==> src/rtl/wb_pkg.sv <==
// rtl/wb_pkg.sv - shared types and constants for the writeback port arbiter
package wb_pkg;

  localparam int NREQ_DEFAULT = 3;
  localparam int XLEN_DEFAULT = 32;
  localparam int NREG         = 32;

  typedef logic [4:0]              reg_addr_t;
  typedef logic [XLEN_DEFAULT-1:0] word_t;

  localparam reg_addr_t REG_X0 = 5'd0;

endpackage

==> src/rtl/decoder_5to32.sv <==
// rtl/decoder_5to32.sv - 5-to-32 one-hot write decoder with enable
module decoder_5to32 (
  input  logic [4:0]  i_in,
  input  logic        i_en,
  output logic [31:0] o_out
);

  // One bit per register, all zero when not enabled
  assign o_out = i_en ? (32'd1 << i_in) : 32'd0;

endmodule

==> src/rtl/rr_arbiter.sv <==
// rtl/rr_arbiter.sv - combinational round-robin arbiter, one-hot or zero grant
module rr_arbiter #(
  parameter int N  = 3,
  parameter int PW = $clog2(N)
) (
  input  logic [N-1:0]  i_req,
  input  logic [PW-1:0] i_ptr,
  output logic [N-1:0]  o_gnt
);

  // Scan from i_ptr upward with wrap; first valid requester wins
  always_comb begin
    int  w_idx;
    logic w_found;
    o_gnt   = '0;
    w_found = 1'b0;
    w_idx   = 0;
    for (int k = 0; k < N; k++) begin
      w_idx = int'(i_ptr) + k;
      if (w_idx >= N) w_idx = w_idx - N;
      if (!w_found && i_req[w_idx]) begin
        o_gnt[w_idx] = 1'b1;
        w_found      = 1'b1;
      end
    end
  end

endmodule

==> src/rtl/wb_port_arbiter.sv <==
// rtl/wb_port_arbiter.sv - regfile write-port arbiter; optional busy scoreboard via WB_SCOREBOARD_EN
module wb_port_arbiter
  import wb_pkg::*;
#(
  parameter int NREQ = NREQ_DEFAULT,
  parameter int XLEN = XLEN_DEFAULT
) (
  input  logic                 i_clk,
  input  logic                 i_reset,
  input  logic [NREQ-1:0]      i_req_valid,
  input  logic [NREQ*5-1:0]    i_req_rd,
  input  logic [NREQ*XLEN-1:0] i_req_data,
  output logic [NREQ-1:0]      o_req_ready,
  output logic                 o_rd_wren,
  output logic [4:0]           o_rd_addr,
  output logic [XLEN-1:0]      o_rd_data,
  input  logic                 i_alloc_valid,
  input  logic [4:0]           i_alloc_rd,
  output logic [31:0]          o_busy
);

  localparam int PW = $clog2(NREQ);

  logic [PW-1:0]   r_rr_ptr;
  logic [NREQ-1:0] w_gnt_raw;
  logic [NREQ-1:0] w_gnt;
  logic            w_gnt_any;
  logic [PW-1:0]   w_gidx;
  logic [PW-1:0]   w_ptr_nxt;
  reg_addr_t       w_rd_g;
  logic [XLEN-1:0] w_data_g;
  logic [31:0]     w_set_mask;
  logic [31:0]     w_clr_mask;

  rr_arbiter #(.N(NREQ), .PW(PW)) u_rr_arbiter (
    .i_req (i_req_valid),
    .i_ptr (r_rr_ptr),
    .o_gnt (w_gnt_raw)
  );

  // No grants are issued while reset is held
  assign w_gnt       = i_reset ? '0 : w_gnt_raw;
  assign w_gnt_any   = |w_gnt;
  assign o_req_ready = w_gnt;

  // Select the winner's index, destination and data (zero when no grant)
  always_comb begin
    w_gidx   = '0;
    w_rd_g   = REG_X0;
    w_data_g = '0;
    for (int i = 0; i < NREQ; i++) begin
      if (w_gnt[i]) begin
        w_gidx   = PW'(i);
        w_rd_g   = i_req_rd[i*5 +: 5];
        w_data_g = i_req_data[i*XLEN +: XLEN];
      end
    end
  end

  assign w_ptr_nxt = (w_gidx == PW'(NREQ-1)) ? '0 : (w_gidx + 1'b1);

  // Round-robin pointer moves just past the winner, holds when idle
  always_ff @(posedge i_clk or posedge i_reset) begin
    if (i_reset) begin
      r_rr_ptr <= '0;
    end else if (w_gnt_any) begin
      r_rr_ptr <= w_ptr_nxt;
    end
  end

  // Output register loads every cycle; x0 writes are consumed but not enabled
  always_ff @(posedge i_clk or posedge i_reset) begin
    if (i_reset) begin
      o_rd_wren <= 1'b0;
      o_rd_addr <= '0;
      o_rd_data <= '0;
    end else begin
      o_rd_wren <= w_gnt_any && (w_rd_g != REG_X0);
      o_rd_addr <= w_rd_g;
      o_rd_data <= w_data_g;
    end
  end

  decoder_5to32 u_dec_set (
    .i_in  (i_alloc_rd),
    .i_en  (i_alloc_valid),
    .o_out (w_set_mask)
  );

  decoder_5to32 u_dec_clr (
    .i_in  (w_rd_g),
    .i_en  (w_gnt_any),
    .o_out (w_clr_mask)
  );

`ifdef WB_SCOREBOARD_EN
  logic [31:0] r_busy;

  // Set beats clear for the same register; x0 is never busy
  always_ff @(posedge i_clk or posedge i_reset) begin
    if (i_reset) begin
      r_busy <= '0;
    end else begin
      r_busy <= ((r_busy & ~w_clr_mask) | w_set_mask) & ~32'd1;
    end
  end

  assign o_busy = r_busy;
`else
  logic w_unused_sb;
  assign w_unused_sb = ^{w_set_mask, w_clr_mask};
  assign o_busy      = 32'd0;
`endif

endmodule

==> config.mk <==
export PLATFORM = sky130hd
export DESIGN_NAME = wb_port_arbiter
export DESIGN_NICKNAME = d
export VERILOG_FILES = /design/src/rtl/wb_pkg.sv /design/src/rtl/decoder_5to32.sv /design/src/rtl/rr_arbiter.sv /design/src/rtl/wb_port_arbiter.sv
export SDC_FILE = /design/constraint.sdc
export NUM_CORES = 1
export LEC_CHECK = 0
export CAP_MARGIN = 10
export CORE_MARGIN = 1
export CORE_UTILIZATION = 36
export CTS_BUF_LIST = sky130_fd_sc_hd__clkbuf_8
export DETAILED_ROUTE_END_ITERATION = 10
export PLACE_DENSITY_LB_ADDON = 0.25
export SYNTH_ARGS = -nofsm -noshare
export SYNTH_HDL_FRONTEND = slang
export SYNTH_SLANG_ARGS = --single-unit
==> constraint.sdc <==
create_clock -name i_clk -period 6.61 [get_ports i_clk]
set_input_delay 1.322 -clock i_clk [delete_from_list [all_inputs] [get_ports i_clk]]
set_output_delay 1.322 -clock i_clk [all_outputs]
set_load 0.02 [all_outputs]
Word-level counts from Yosys, hierarchy flattened:

Index checks and enable logic that the tools add are counted.

* register bits: 40
* input port bits: 122
* output and inout bits: 73
* word-level logic and storage cells: 65

* add/sub/neg operators: 6
* $lt $le $gt $ge: 9
* equal/unequal tests: 1
* multiplexer cells: 33
* bitwise gates (word level): 2
* reduce and logical (&&, ||, !) cells: 10

Operators by type and width (number)
* two-way mux 32 bit: 6
* greater-or-equal comparator 32 x 1 -> 1 bit, second input constant: 3
* < comparator 32 x 4 -> 1 bit, second input constant: 3
* greater-or-equal comparator 32 x 3 -> 1 bit, second input constant: 2
* subtractor 32 x 3 -> 32 bit, second input constant: 2
* two-way mux 5 bit: 3
* two-way mux 1 bit: 12
* two-way mux 3 bit: 4
* binary-select mux 1 bit (select 2 bit): 3
* demux 1 bit (select 2 bit): 3
* logical AND 1 bit: 6
* bitwise OR 3 bit: 2
* nonzero test 5 bit: 1
* two-way mux 2 bit: 2
* adder 2 x 1 -> 3 bit, second input constant: 1
* adder 2 x 2 -> 3 bit, second input constant: 1
* OR reduction 3 bit: 1
* subtractor 2 x 2 -> 3 bit, second input constant: 1
* adder 2 x 1 -> 2 bit, second input constant: 1
* == test 2 bit, second input constant: 1
* greater-or-equal comparator 2 bit, second input constant: 1
* zero test 1 bit: 2

Logic depth before layout (Yosys ltp):

* word-level depth: 18
* gate-level depth with buffers: 12
* mapped depth without buffers: 9

Cells and area by module:

From an unflattened synthesis, not the netlist that was laid out.

* cell total of the unflattened synthesis: 210
* area, all modules: 2187.1 µm²

By module, submodules not included
* wb_port_arbiter: instances 1, cells an instance 174, area each 1910.6 µm², seq. area each 1001.0 µm²
* rr_arbiter: instances 1, cells an instance 36, area each 276.5 µm², seq. area each 0.0 µm²

Worst setup path before layout:

OpenSTA, ideal clock, no wires.

* path kind: in2out
* start: input i_reset
* end: output o_req_ready[0]
* data arrival time: 2.648 ns
* data required time: 5.288 ns
* setup slack: 2.640 ns
* stages on the path: 3
* path buffers: 0
* cells stage by stage: inv_1 > a22oi_2 > inv_1

* longest elaborated chain between the ends: 1

Ends and longest elaborated chain
* start, declared: RTL line wb_port_arbiter.sv:9 `input logic i_reset,`
* two-way mux 3 bit: RTL line wb_port_arbiter.sv:42 `assign w_gnt = i_reset ? '0 : w_gnt_raw;`
* end, declared: RTL line wb_port_arbiter.sv:13 `output logic [NREQ-1:0] o_req_ready,`

No other way between the ends.

Worst setup path after layout:

* start: input i_req_valid[2]
* end: output o_req_ready[2]

* longest elaborated chain between the ends: 11
* elaborated cells between the ends (all ways): 21
* classes of those cells: mux: 15; bitwise: 2; reduce/logical: 4

Ends and longest elaborated chain
* start, declared: RTL line wb_port_arbiter.sv:10 `input logic [NREQ-1:0] i_req_valid,`
* binary-select mux 1 bit (select 2 bit): RTL line rr_arbiter.sv:21 `if (!w_found && i_req[w_idx]) begin`
* two-way mux 1 bit (implied by the code) (2 in a row): RTL line rr_arbiter.sv:21
* two-way mux 1 bit: RTL line rr_arbiter.sv:21
* zero test 1 bit: RTL line rr_arbiter.sv:21
* logical AND 1 bit: RTL line rr_arbiter.sv:21
* two-way mux 1 bit: RTL line rr_arbiter.sv:21
* zero test 1 bit: RTL line rr_arbiter.sv:21
* logical AND 1 bit: RTL line rr_arbiter.sv:21
* two-way mux 3 bit *: RTL line rr_arbiter.sv:21
* two-way mux 3 bit *: RTL line wb_port_arbiter.sv:42

Every way passes the cells marked *; elsewhere a longest branch is shown, timed or not. The select of a mux whose other input is x is not followed.

==> results.yml <==
status:
  outcome: "finished, final reports clean"
synth:
  ys_types: 47
  synth_most_common_cell: "inv_1"
  ys_seq_area_share_pct: 42.8
  synth_ff_type: "dfrtp_1"
  ys_seq_elements: 40
  syn_avg_cell_area_sq_um: 10.5
  synthTopCellsByArea: "dfrtp_1, a222oi_1, buf_4"
  netlist_instances: 222
  synthArstFlopShare_pct: 100
  synth_warnings: 0
  synth_largest_area_cell: "dfrtp_1"
  synth_edf_count: 0
  syn-cell-area_sq_mm: 0.00234
  synth_top_area_share_pct: 42.8
  synthTopCellsByCount: "inv_1, dfrtp_1, a222oi_1, buf_4, buf_6"
finish:
  regArea_sq_mm: 0.00100
  fin_area_sq_mm: 0.00391
  drive_above_1_share_pct: 7.73
  post-route-util_pct: 64.1
  multi_input_area_sq_um: 926
  nets: 500
  antenna_cells: 0
  fillers: 514
  syn_to_final_growth_pct: 67.0
clocking:
  cts_resized: 0
  cts_tree: "yes"
  post-cts-setup-buffers: 0
  cts_root_buffer: "clkbuf_8"
  clkTransAtPathRegs_ns: 0.07
  cts_max_level: 2
  cts_hold_buf: 0
  cts_made_buffers: 5
  insertion_delay_ns: 0.29
  cts_sinks: 40
  cts_buffer_depth: 2
timing:
  timing.final.crit_share_pct: 78.8
  setup_violations: 0
  fin_setup_tns_ns: 0
  rsz0062_at_grt: "false"
  slew_headroom_pct: 65.2
  finalCriticalPeriod_ns: 5.21
  hold_violations: 0
  fin_skew_ns: 0.00802
  finalMaxSlewViolations: 0
  tightest_slew_ns: 0.521
  max_freq_mhz: 192
worst_setup_path:
  end_kind: "primary output"
  cpPeakStageDelay_ns: 0.70
  crit_path_top_delay_cell: "clkdlybuf4s50_1"
  cp_data_arrival_time_ns: 3.89
  startpoint_type: "primary input"
  worstPathMaxFanout: 40
  cp_cell_sequence: "clkdlybuf4s50_1, nor4bb_2, a32o_2, nor2_2, a21oi_4, buf_4, clkdlybuf4s50_1"
  cp.required_ns: 5.29
  r2r_cells: 10
  crit_type: "primary input to primary output"
  reg2reg_from: "r_rr_ptr[1]$_DFFE_PP0P_"
  timing.rr.end: "o_rd_wren$_DFF_PP0_"
  path_common_cell: "clkdlybuf4s50_1"
  reg2reg_slack_ns: 3.68
hold_path:
  hold_path_end: "r_rr_ptr[1]$_DFFE_PP0P_"
  hold_start: "r_rr_ptr[1]$_DFFE_PP0P_"
  hp-class: "flop to flop"
  whs_path_depth: 2
routing:
  via_per_inst: 5.02
  drc: 0
  totalWireLength_mm: 7.52
  wl_per_cell_um: 16.7
  first_iter_violations: 225
  dr.pass1.iters: 6
  vias: 2260
  ant_nets: 0
die:
  die_h_um: 82.6
  core_area_sq_mm: 0.00610
  num_rows: 28
  ioPinCount: 195
  start_util_pct: 38.4
  dieArea_sq_mm: 0.00682
  fp.dieW_um: 82.6
place:
  port-buffer-count: 156
  gp_congestion: 0.863
  place_area_sq_mm: 0.00378
  hpwl_mm: 5.56
global_routing:
  grt_max_degree: 42
  antenna_found_initial: 0
  grt-ovfl-total: 0
  grt_pass1_vias: 1994
  grt_first_pass_wirelength_mm: 9.84
  grt_use_total_pct: 19.7
power_and_ir_drop:
  power_density_mw_per_mm2: 397
  max-vdd-ir-drop_mv: 0.187
  p_leak_nw: 1.90
flow_run:
  cap_violations: 0
layer usage:
layer / vias up / global-route usage [%] / wire [um]
met4: 0 / 4.66 / 49
met2: 136 / 36.9 / 3950
met5: - / 0 / 0
li1: 1052 / - / -
met1: 1067 / 22.0 / 2690
met3: 5 / 5.38 / 820
through the flow:
stage               total power, mW  instances  setup WS (ns)  hold slack (ns)
floorplan                     0.981        253           2.64            0.537
global route                   1.65        450           1.33            0.657
finish                         1.55        450           1.40            0.621
CTS                            1.57        450           1.42            0.621
global placement               1.34        442           1.47            0.566
detailed placement             1.36        442           1.43            0.604
cells by family (layout without fill, tap and decap cells):
logic type	Yosys count	in the layout	share of synthesized area, %
compound gates	58	58	22.7
fa+ha+maj	4	4	2.14
buf+inv	92	214	22.9
flops	40	40	42.8
mux	2	2	1.07
other cells	1	32	0.160
simple gates	25	25	8.24
sequential cells by signal (all words and copies together), names as in the netlist:
register,count
o_rd_data,32
o_rd_addr,5
r_rr_ptr,2
o_rd_wren,1
where the power goes:
| part | switching, mW | internal [mW] |
|---|---|---|
| sequential | 0.0335 | 0.364 |
| clock | 0.0829 | 0.123 |
| combinational | 0.510 | 0.437 |
| total | 0.626 | 0.925 |
worst max-delay path, delay by kind of cell:
family,cells,cell delay [ns]
AOI/OAI and AO/OA,2,0.41
buffers and inverters,3,1.69
and+or+nand+nor,2,0.45
final cells by class:
| type | instances | share of cell area (%) |
|---|---|---|
| Tap cell | 75 | 2.40 |
| Clock buffer | 6 | 2.11 |
| Sequential cell | 40 | 25.6 |
| Multi-Input combinational cell | 121 | 23.7 |
| Inverter | 46 | 4.42 |
| Timing Repair Buffer | 160 | 40.7 |
| Clock inverter | 2 | 0.993 |
worst max-delay path by stage:
stage	start	endpoint	slack, ns	cells past startpoint
floorplan	i_reset	o_req_ready[0]	2.64	3
global placement	i_req_valid[2]	o_req_ready[2]	1.47	7
detailed placement	i_req_valid[2]	o_req_ready[2]	1.43	7
CTS	i_req_valid[2]	o_req_ready[2]	1.42	7
global route	i_req_valid[2]	o_req_ready[2]	1.33	7
finish	i_req_valid[2]	o_req_ready[2]	1.40	7
cells in the final DEF, fill, tap and decap left out, types with 2 or more instances in the layout:
| cell | instances |
|---|---|
| nand4_1 | 2 |
| a22o_1 | 2 |
| and4b_1 | 2 |
| nand2_1 | 2 |
| nand3_1 | 2 |
| a222oi_1 | 35 |
| nor2_1 | 4 |
| o211ai_1 | 2 |
| ha_1 | 4 |
| dfrtp_1 | 40 |
| conb_1 | 32 |
| a21oi_1 | 4 |
| clkdlybuf4s50_1 | 156 |
| buf_4 | 4 |
| inv_1 | 45 |
| a211oi_1 | 2 |
| clkbuf_8 | 6 |
| nor2_2 | 2 |
Power figures use the tool's default switching activity.
